### src/rtl/game_pkg.sv
// Types and default constants shared by the round controller, the game-flow FSM and the renderer.
package game_pkg;

  typedef enum logic [2:0] {
    ST_IDLE,
    ST_PLAY,
    ST_RESPAWN,
    ST_WAVE_CLEAR,
    ST_OVER
  } round_state_t;

  localparam int DEF_NUM_LIVES         = 3;
  localparam int DEF_NUM_INVADERS      = 55;
  localparam int DEF_POINTS_PER_KILL   = 10;
  localparam int DEF_RESPAWN_FRAMES    = 120;
  localparam int DEF_WAVE_DELAY_FRAMES = 60;

  localparam int LIVES_W     = 2;
  localparam int SCORE_W     = 16;
  localparam int WAVE_W      = 4;
  localparam int REMAIN_W    = 6;
  localparam int FRAME_CNT_W = 16;

  localparam logic [SCORE_W-1:0] SCORE_MAX = '1;

  function automatic logic [SCORE_W-1:0] sat_add_score(
    input logic [SCORE_W-1:0] a,
    input logic [SCORE_W-1:0] b
  );
    logic [SCORE_W:0] sum;
    sum = {1'b0, a} + {1'b0, b};
    return sum[SCORE_W] ? SCORE_MAX : sum[SCORE_W-1:0];
  endfunction

endpackage

### src/rtl/frame_countdown.sv
// Loadable frame-tick down-counter; o_done pulses for one cycle on the tick that reaches zero.
module frame_countdown
  import game_pkg::*;
#(
  parameter int WIDTH = FRAME_CNT_W
) (
  input  logic             i_clk,
  input  logic             i_reset,
  input  logic             i_load,
  input  logic [WIDTH-1:0] i_load_value,
  input  logic             i_tick,
  output logic             o_done
);

  logic [WIDTH-1:0] r_count;
  logic             r_active;
  logic             r_done;

  // A load wins over a tick in the same cycle and also cancels any stale done pulse.
  always_ff @(posedge i_clk) begin
    if (!i_reset) begin
      r_count  <= '0;
      r_active <= 1'b0;
      r_done   <= 1'b0;
    end else begin
      r_done <= 1'b0;
      if (i_load) begin
        r_count  <= i_load_value;
        r_active <= (i_load_value != '0);
      end else if (r_active && i_tick) begin
        r_count <= r_count - WIDTH'(1);
        if (r_count == WIDTH'(1)) begin
          r_active <= 1'b0;
          r_done   <= 1'b1;
        end
      end
    end
  end

  assign o_done = r_done;

endmodule

### src/rtl/game_round_ctrl.sv
// Round controller: tracks lives, score, wave and invaders left, and runs respawn and wave-clear delays.
module game_round_ctrl
  import game_pkg::*;
#(
  parameter int NUM_LIVES         = DEF_NUM_LIVES,
  parameter int NUM_INVADERS      = DEF_NUM_INVADERS,
  parameter int POINTS_PER_KILL   = DEF_POINTS_PER_KILL,
  parameter int RESPAWN_FRAMES    = DEF_RESPAWN_FRAMES,
  parameter int WAVE_DELAY_FRAMES = DEF_WAVE_DELAY_FRAMES
) (
  input  logic                i_clk,
  input  logic                i_reset,
  input  logic                i_start,
  input  logic                i_is_playing,
  input  logic                i_frame_tick,
  input  logic                i_player_hit,
  input  logic                i_invader_killed,
  input  logic                i_invaders_landed,
  output logic                o_finished,
  output logic                o_player_active,
  output logic                o_wave_reset,
  output logic [LIVES_W-1:0]  o_lives,
  output logic [SCORE_W-1:0]  o_score,
  output logic [WAVE_W-1:0]   o_wave,
  output logic [REMAIN_W-1:0] o_remaining
);

  localparam logic [LIVES_W-1:0]     LIVES_INIT    = LIVES_W'(NUM_LIVES);
  localparam logic [REMAIN_W-1:0]    INVADERS_INIT = REMAIN_W'(NUM_INVADERS);
  localparam logic [SCORE_W-1:0]     KILL_POINTS   = SCORE_W'(POINTS_PER_KILL);
  localparam logic [FRAME_CNT_W-1:0] RESPAWN_LOAD  = FRAME_CNT_W'(RESPAWN_FRAMES);
  localparam logic [FRAME_CNT_W-1:0] WAVE_LOAD     = FRAME_CNT_W'(WAVE_DELAY_FRAMES);
  localparam logic [WAVE_W-1:0]      WAVE_MAX      = '1;

  round_state_t        r_state;
  logic                r_finished;
  logic                r_player_active;
  logic                r_wave_reset;
  logic [LIVES_W-1:0]  r_lives;
  logic [SCORE_W-1:0]  r_score;
  logic [WAVE_W-1:0]   r_wave;
  logic [REMAIN_W-1:0] r_remaining;

  logic                   w_hit;
  logic                   w_kill;
  logic                   w_landed;
  logic                   w_kill_valid;
  logic                   w_last_life;
  logic                   w_clears_wave;
  logic [REMAIN_W-1:0]    w_remaining_next;
  logic [SCORE_W-1:0]     w_score_next;
  logic                   w_cnt_load;
  logic [FRAME_CNT_W-1:0] w_cnt_value;
  logic                   w_cnt_done;

  assign w_hit            = i_player_hit & i_is_playing;
  assign w_kill           = i_invader_killed & i_is_playing;
  assign w_landed         = i_invaders_landed & i_is_playing;
  assign w_kill_valid     = w_kill & (r_remaining != '0);
  assign w_remaining_next = w_kill_valid ? r_remaining - REMAIN_W'(1) : r_remaining;
  assign w_score_next     = w_kill_valid ? sat_add_score(r_score, KILL_POINTS) : r_score;
  assign w_last_life      = (r_lives == LIVES_W'(1));
  assign w_clears_wave    = (w_remaining_next == '0);

  // The countdown is reloaded on the same edge that enters RESPAWN or WAVE_CLEAR.
  always_comb begin
    w_cnt_load  = 1'b0;
    w_cnt_value = RESPAWN_LOAD;
    case (r_state)
      ST_PLAY: begin
        if (!w_landed) begin
          if (w_hit && !w_last_life) begin
            w_cnt_load  = 1'b1;
            w_cnt_value = RESPAWN_LOAD;
          end else if (!w_hit && w_kill_valid && w_clears_wave) begin
            w_cnt_load  = 1'b1;
            w_cnt_value = WAVE_LOAD;
          end
        end
      end
      ST_RESPAWN: begin
        if (!w_landed && w_cnt_done && w_clears_wave) begin
          w_cnt_load  = 1'b1;
          w_cnt_value = WAVE_LOAD;
        end
      end
      default: ;
    endcase
  end

  frame_countdown #(
    .WIDTH(FRAME_CNT_W)
  ) u_countdown (
    .i_clk       (i_clk),
    .i_reset     (i_reset),
    .i_load      (w_cnt_load),
    .i_load_value(w_cnt_value),
    .i_tick      (i_frame_tick),
    .o_done      (w_cnt_done)
  );

  // In PLAY a kill always scores; landed beats hit, and hit beats a wave-clearing kill.
  always_ff @(posedge i_clk) begin
    if (!i_reset) begin
      r_state         <= ST_IDLE;
      r_finished      <= 1'b0;
      r_player_active <= 1'b0;
      r_wave_reset    <= 1'b0;
      r_lives         <= '0;
      r_score         <= '0;
      r_wave          <= '0;
      r_remaining     <= '0;
    end else begin
      r_wave_reset <= 1'b0;
      case (r_state)
        ST_IDLE, ST_OVER: begin
          if (i_start) begin
            r_state         <= ST_PLAY;
            r_lives         <= LIVES_INIT;
            r_score         <= '0;
            r_wave          <= WAVE_W'(1);
            r_remaining     <= INVADERS_INIT;
            r_finished      <= 1'b0;
            r_player_active <= 1'b1;
            r_wave_reset    <= 1'b1;
          end
        end
        ST_PLAY: begin
          r_score     <= w_score_next;
          r_remaining <= w_remaining_next;
          if (w_landed) begin
            r_state         <= ST_OVER;
            r_finished      <= 1'b1;
            r_player_active <= 1'b0;
          end else if (w_hit) begin
            r_lives         <= r_lives - LIVES_W'(1);
            r_player_active <= 1'b0;
            if (w_last_life) begin
              r_state    <= ST_OVER;
              r_finished <= 1'b1;
            end else begin
              r_state <= ST_RESPAWN;
            end
          end else if (w_kill_valid && w_clears_wave) begin
            r_state <= ST_WAVE_CLEAR;
          end
        end
        ST_RESPAWN: begin
          r_score     <= w_score_next;
          r_remaining <= w_remaining_next;
          if (w_landed) begin
            r_state         <= ST_OVER;
            r_finished      <= 1'b1;
            r_player_active <= 1'b0;
          end else if (w_cnt_done) begin
            r_player_active <= 1'b1;
            r_state         <= w_clears_wave ? ST_WAVE_CLEAR : ST_PLAY;
          end
        end
        ST_WAVE_CLEAR: begin
          if (w_cnt_done) begin
            r_wave       <= (r_wave == WAVE_MAX) ? r_wave : r_wave + WAVE_W'(1);
            r_remaining  <= INVADERS_INIT;
            r_wave_reset <= 1'b1;
            r_state      <= ST_PLAY;
          end
        end
        default: r_state <= ST_IDLE;
      endcase
    end
  end

  assign o_finished      = r_finished;
  assign o_player_active = r_player_active;
  assign o_wave_reset    = r_wave_reset;
  assign o_lives         = r_lives;
  assign o_score         = r_score;
  assign o_wave          = r_wave;
  assign o_remaining     = r_remaining;

endmodule
### config.mk
export PLATFORM = sky130hd
export DESIGN_NAME = game_round_ctrl
export DESIGN_NICKNAME = d
export VERILOG_FILES = /design/src/rtl/game_pkg.sv /design/src/rtl/frame_countdown.sv /design/src/rtl/game_round_ctrl.sv
export SDC_FILE = /design/constraint.sdc
export NUM_CORES = 1
export LEC_CHECK = 0
export BUFFER_PORTS_ARGS = -buffer_cell sky130_fd_sc_hd__buf_4
export CELL_PAD_IN_SITES_DETAIL_PLACEMENT = 1
export CELL_PAD_IN_SITES_GLOBAL_PLACEMENT = 1
export CORE_UTILIZATION = 43
export CTS_CLUSTER_DIAMETER = 40
export DETAILED_ROUTE_END_ITERATION = 10
export PLACE_DENSITY = 0.89
export REMOVE_ABC_BUFFERS = 1
export SETUP_SLACK_MARGIN = 0.02
export SYNTH_ARGS = -nofsm -noshare
export SYNTH_HDL_FRONTEND = slang
export SYNTH_SLANG_ARGS = --single-unit
### constraint.sdc
create_clock -name i_clk -period 1.9 [get_ports i_clk]
set_input_delay 0.475 -clock i_clk [delete_from_list [all_inputs] [get_ports i_clk]]
set_output_delay 0.475 -clock i_clk [all_outputs]
set_load 0.02 [all_outputs]
==> results.md <==
- Port bufs: 38
- Pleak: 1.46 nW
- Number of enable-type register cells in the synthesized netlist: 0
- Number of levels in the clock H-tree: 2
- Final RePlAce weighted congestion: 0.860
- Run status: finished, final reports clean
- Final standard cell area without fillers: 3750 sq um
- Area of the placeable core: 6490 sq um
- Max-Slew Margin vs Limit: 63.5%
- Top library cells by usage in the layout, fill and taps aside: sky130_fd_sc_hd__buf_4 (75), sky130_fd_sc_hd__dfxtp_1 (50), sky130_fd_sc_hd__a21oi_1 (37)
- Routed wire length per instance: 19.2 um
- Total grt overflow: 0
- Hold Path Class: register to register
- Count of state elements after synthesis: 52
- Part of the Yosys area used for sequential elements: 35.1%
- Clock tree skew after final layout: 0.0187 ns
- Max-cap violation count: 0
- Arithmetic-cell share of the synthesized area counting full adders, half adders and majority gates: 2.96%
- CTS sink cnt: 52
- Initial Utilization: 45.6%
- Net count of the finished layout: 429
- Startpoint-to-endpoint class of the critical path: register to register
- CTS Buf Count: 5
- Synth warn: 0
- Via-per-instance ratio: 6.08
- Unrepaired setup endpoints after global routing: false
- Clock tree from TritonCTS: done
- Sum of internal, switching and leakage power: 0.00283 W
- Mean area per synthesized cell: 8.56 sq um
- Maximum fanout encountered on the critical timing path: 6
- Crit path DAT: 2.07 ns
- I/O pin total: 39
- Worst-Margin Slew: 0.533 ns
- Cell row count: 29
- Final hold slack: 0.463 ns
- Die Wd: 85.0 um
- CP endpoint kind: register
- Total standard cell area after synthesis: 2960 sq um
- Clock transition at path regs: 0.11 ns
- Post-route antenna net violation count: 0
- Fraction of the mapped netlist area in compound gates: 22.7%
- Placed wire-length estimate after detailed placement: 6650 um
- Buffer cell driving the clock tree root: sky130_fd_sc_hd__clkbuf_8
- Data required time at the worst endpoint: 2.13 ns
- Vias in the first global route: 3,062
- Area share of xor/xnor cells in the synthesized design: 5.32%
- Summed negative setup slack over all endpoints: 0 ns
- Most common cell after layout, fill and taps aside: sky130_fd_sc_hd__buf_4
- Count of final max-slew check failures: 0
- Pin count of the biggest net entering global routing: 17
- IR Drop Worst-Case VDD: 0.327 mV
- Count of antenna diodes in the layout: 0
- Relative area change from synthesis to final layout: 26.5%
- Combinational family with the most area after synthesis: simple AND/OR/NAND/NOR gates
- Post-synthesis simple-gate area fraction: 29.5%
- Type of element launching the critical path: register
- Fraction of synthesized area in multiplexers: 0%
- Fill cell count: 777
- Power density of the placed cells: 754 nW/um^2
- Total number of vias: 2,993
- Vertical die dimension: 85.0 um
- Drt total wl: 9440 um
- Fraction of registers with async set or reset after synthesis: 0%
- Antenna violations before repair: 0
- Setup-violating endpoint count in the final report: 0
- Number of failing hold endpoints at the final stage: 0
- Drt initial violations: 119
- Max frequency: 0.543 GHz
- DR pass1 iterations: 4
- Number of unique standard cell types used by synthesis: 68
- DRC violations left: 0
- Number of standard cells after synthesis: 346
- Fraction of final layout cells sized beyond drive strength 1: 30.6%
- Cell Area, Placed: 3540 sq um
- Bufs on Longest Clock Path: 2
- Tmin final: 1.84 ns
- Die Footprint: 7230 sq um
- GRT Total Usage: 25.9%
- Crit share post-route: 97.0%
- Wire length of the first global-routing pass: 14,900 um
- Top flip-flop cell by instance count after synthesis: sky130_fd_sc_hd__dfxtp_1
- Worst-Skew Late Latency: 0.32 ns
- Count of hold buffers inserted by post-cts repair: 0
-- report_power, final --
group | total (W) | internal, W | switching [W]
clock | 0.000828 | 0.000432 | 0.000396
combinational | 0.000798 | 0.000335 | 0.000463
sequential | 0.00120 | 0.00114 | 0.0000588
total | 0.00283 | 0.00191 | 0.000918
-- final timing paths --
path,from,cells after the start,slack (ns),to
hold reg to reg,o_finished,2,0.46,o_finished
setup reg to reg,o_remaining[3],6,0.06,u_countdown.r_count[5]
hold / removal,o_finished,2,0.46,o_finished
setup / recovery,o_remaining[3],6,0.06,u_countdown.r_count[5]
-- layer usage --
layer,vias to the layer above,share of wire (%),global-route usage [%]
met4,0,2.2,9.09
met2,65,51,46.8
met3,20,3.2,3.40
li1,1426,-,-
met5,-,0,0
met1,1482,44,31.5
-- synth_stat cells, drive strengths merged (2+ instances only) --
cell / n / area (sq um)
dfxtp: 52 / 1040
a21oi: 39 / 210
nor2: 29 / 109
nor3: 28 / 201
nand2: 27 / 101
xnor2: 12 / 105
clkbuf: 11 / 42.5
o21ai: 11 / 58.8
a31oi: 10 / 62.6
inv: 10 / 37.5
nand3: 8 / 52.6
ha: 7 / 87.6
nand2b: 6 / 45.0
nand4: 6 / 37.5
or3: 6 / 48.8
xor2: 6 / 52.6
a41oi: 5 / 43.8
and3: 5 / 31.3
buf: 5 / 48.8
o221a: 5 / 56.3
o22ai: 5 / 31.3
nand3b: 4 / 30.0
nor4: 4 / 46.3
a211oi: 3 / 22.5
and2: 3 / 18.8
and4: 3 / 26.3
nor2b: 3 / 18.8
or4: 3 / 27.5
and3b: 2 / 17.5
and4bb: 2 / 25.0
o211ai: 2 / 15.0
o21a: 2 / 22.5
o311a: 2 / 20.0
or2: 2 / 12.5
-- kinds of logic (layout without fill, tap and decap cells) --
family,count (synthesis),in the layout
AOI/OAI and AO/OA,99,99
xor gates and xnor gates,18,18
adders and majority gates,7,7
buffers and inverters,26,95
DFF,52,52
and+or+nand+nor,144,144
-- stage by stage --
stage,setup slack [ns],instances,util (%)
after floorplan,-0.106,330,-
after global placement,0.00299,480,54.5
after detailed placement,-0.0535,480,54.5
after CTS,0.0168,488,56.5
after global routing,0.00514,492,57.7
final,0.0569,492,57.7
-- layout make-up --
cell class	instances	area [sq um]	area share, %
clock buffer	6	82.6	2.20
clock inverter	2	38.8	1.03
sequential	52	1050	27.9
multi-input combinational	268	1840	49.2
inverter	10	37.5	1.00
tap	77	96.3	2.57
timing repair buffer	77	603	16.1
-- sequential cells by signal, indices dropped and copies added (netlist names) --
signal,flops
o_wave_reset,1
r_state,3
u_countdown.r_active,1
u_countdown.o_done,1
u_countdown.r_count,16
o_player_active,1
o_lives,2
o_wave,4
o_finished,1
o_score,16
o_remaining,6
-- worst max-delay path, cell delays in order, from the launching register on --
cell	delay, ns
sky130_fd_sc_hd__dfxtp_1	0.34
sky130_fd_sc_hd__buf_4	0.16
sky130_fd_sc_hd__and4bb_2	0.33
sky130_fd_sc_hd__nand3b_1	0.13
sky130_fd_sc_hd__o21ai_1	0.21
sky130_fd_sc_hd__nand4_1	0.28
sky130_fd_sc_hd__a31oi_1	0.29
-- repair_timing --
item / in CTS / in global routing
gates resized for setup: 3 / 11
setup buffers: 0 / 4
pin swaps: 0 / 5
setup endpoints to repair: 6 / 28
(Power assumes the default switching activity.)
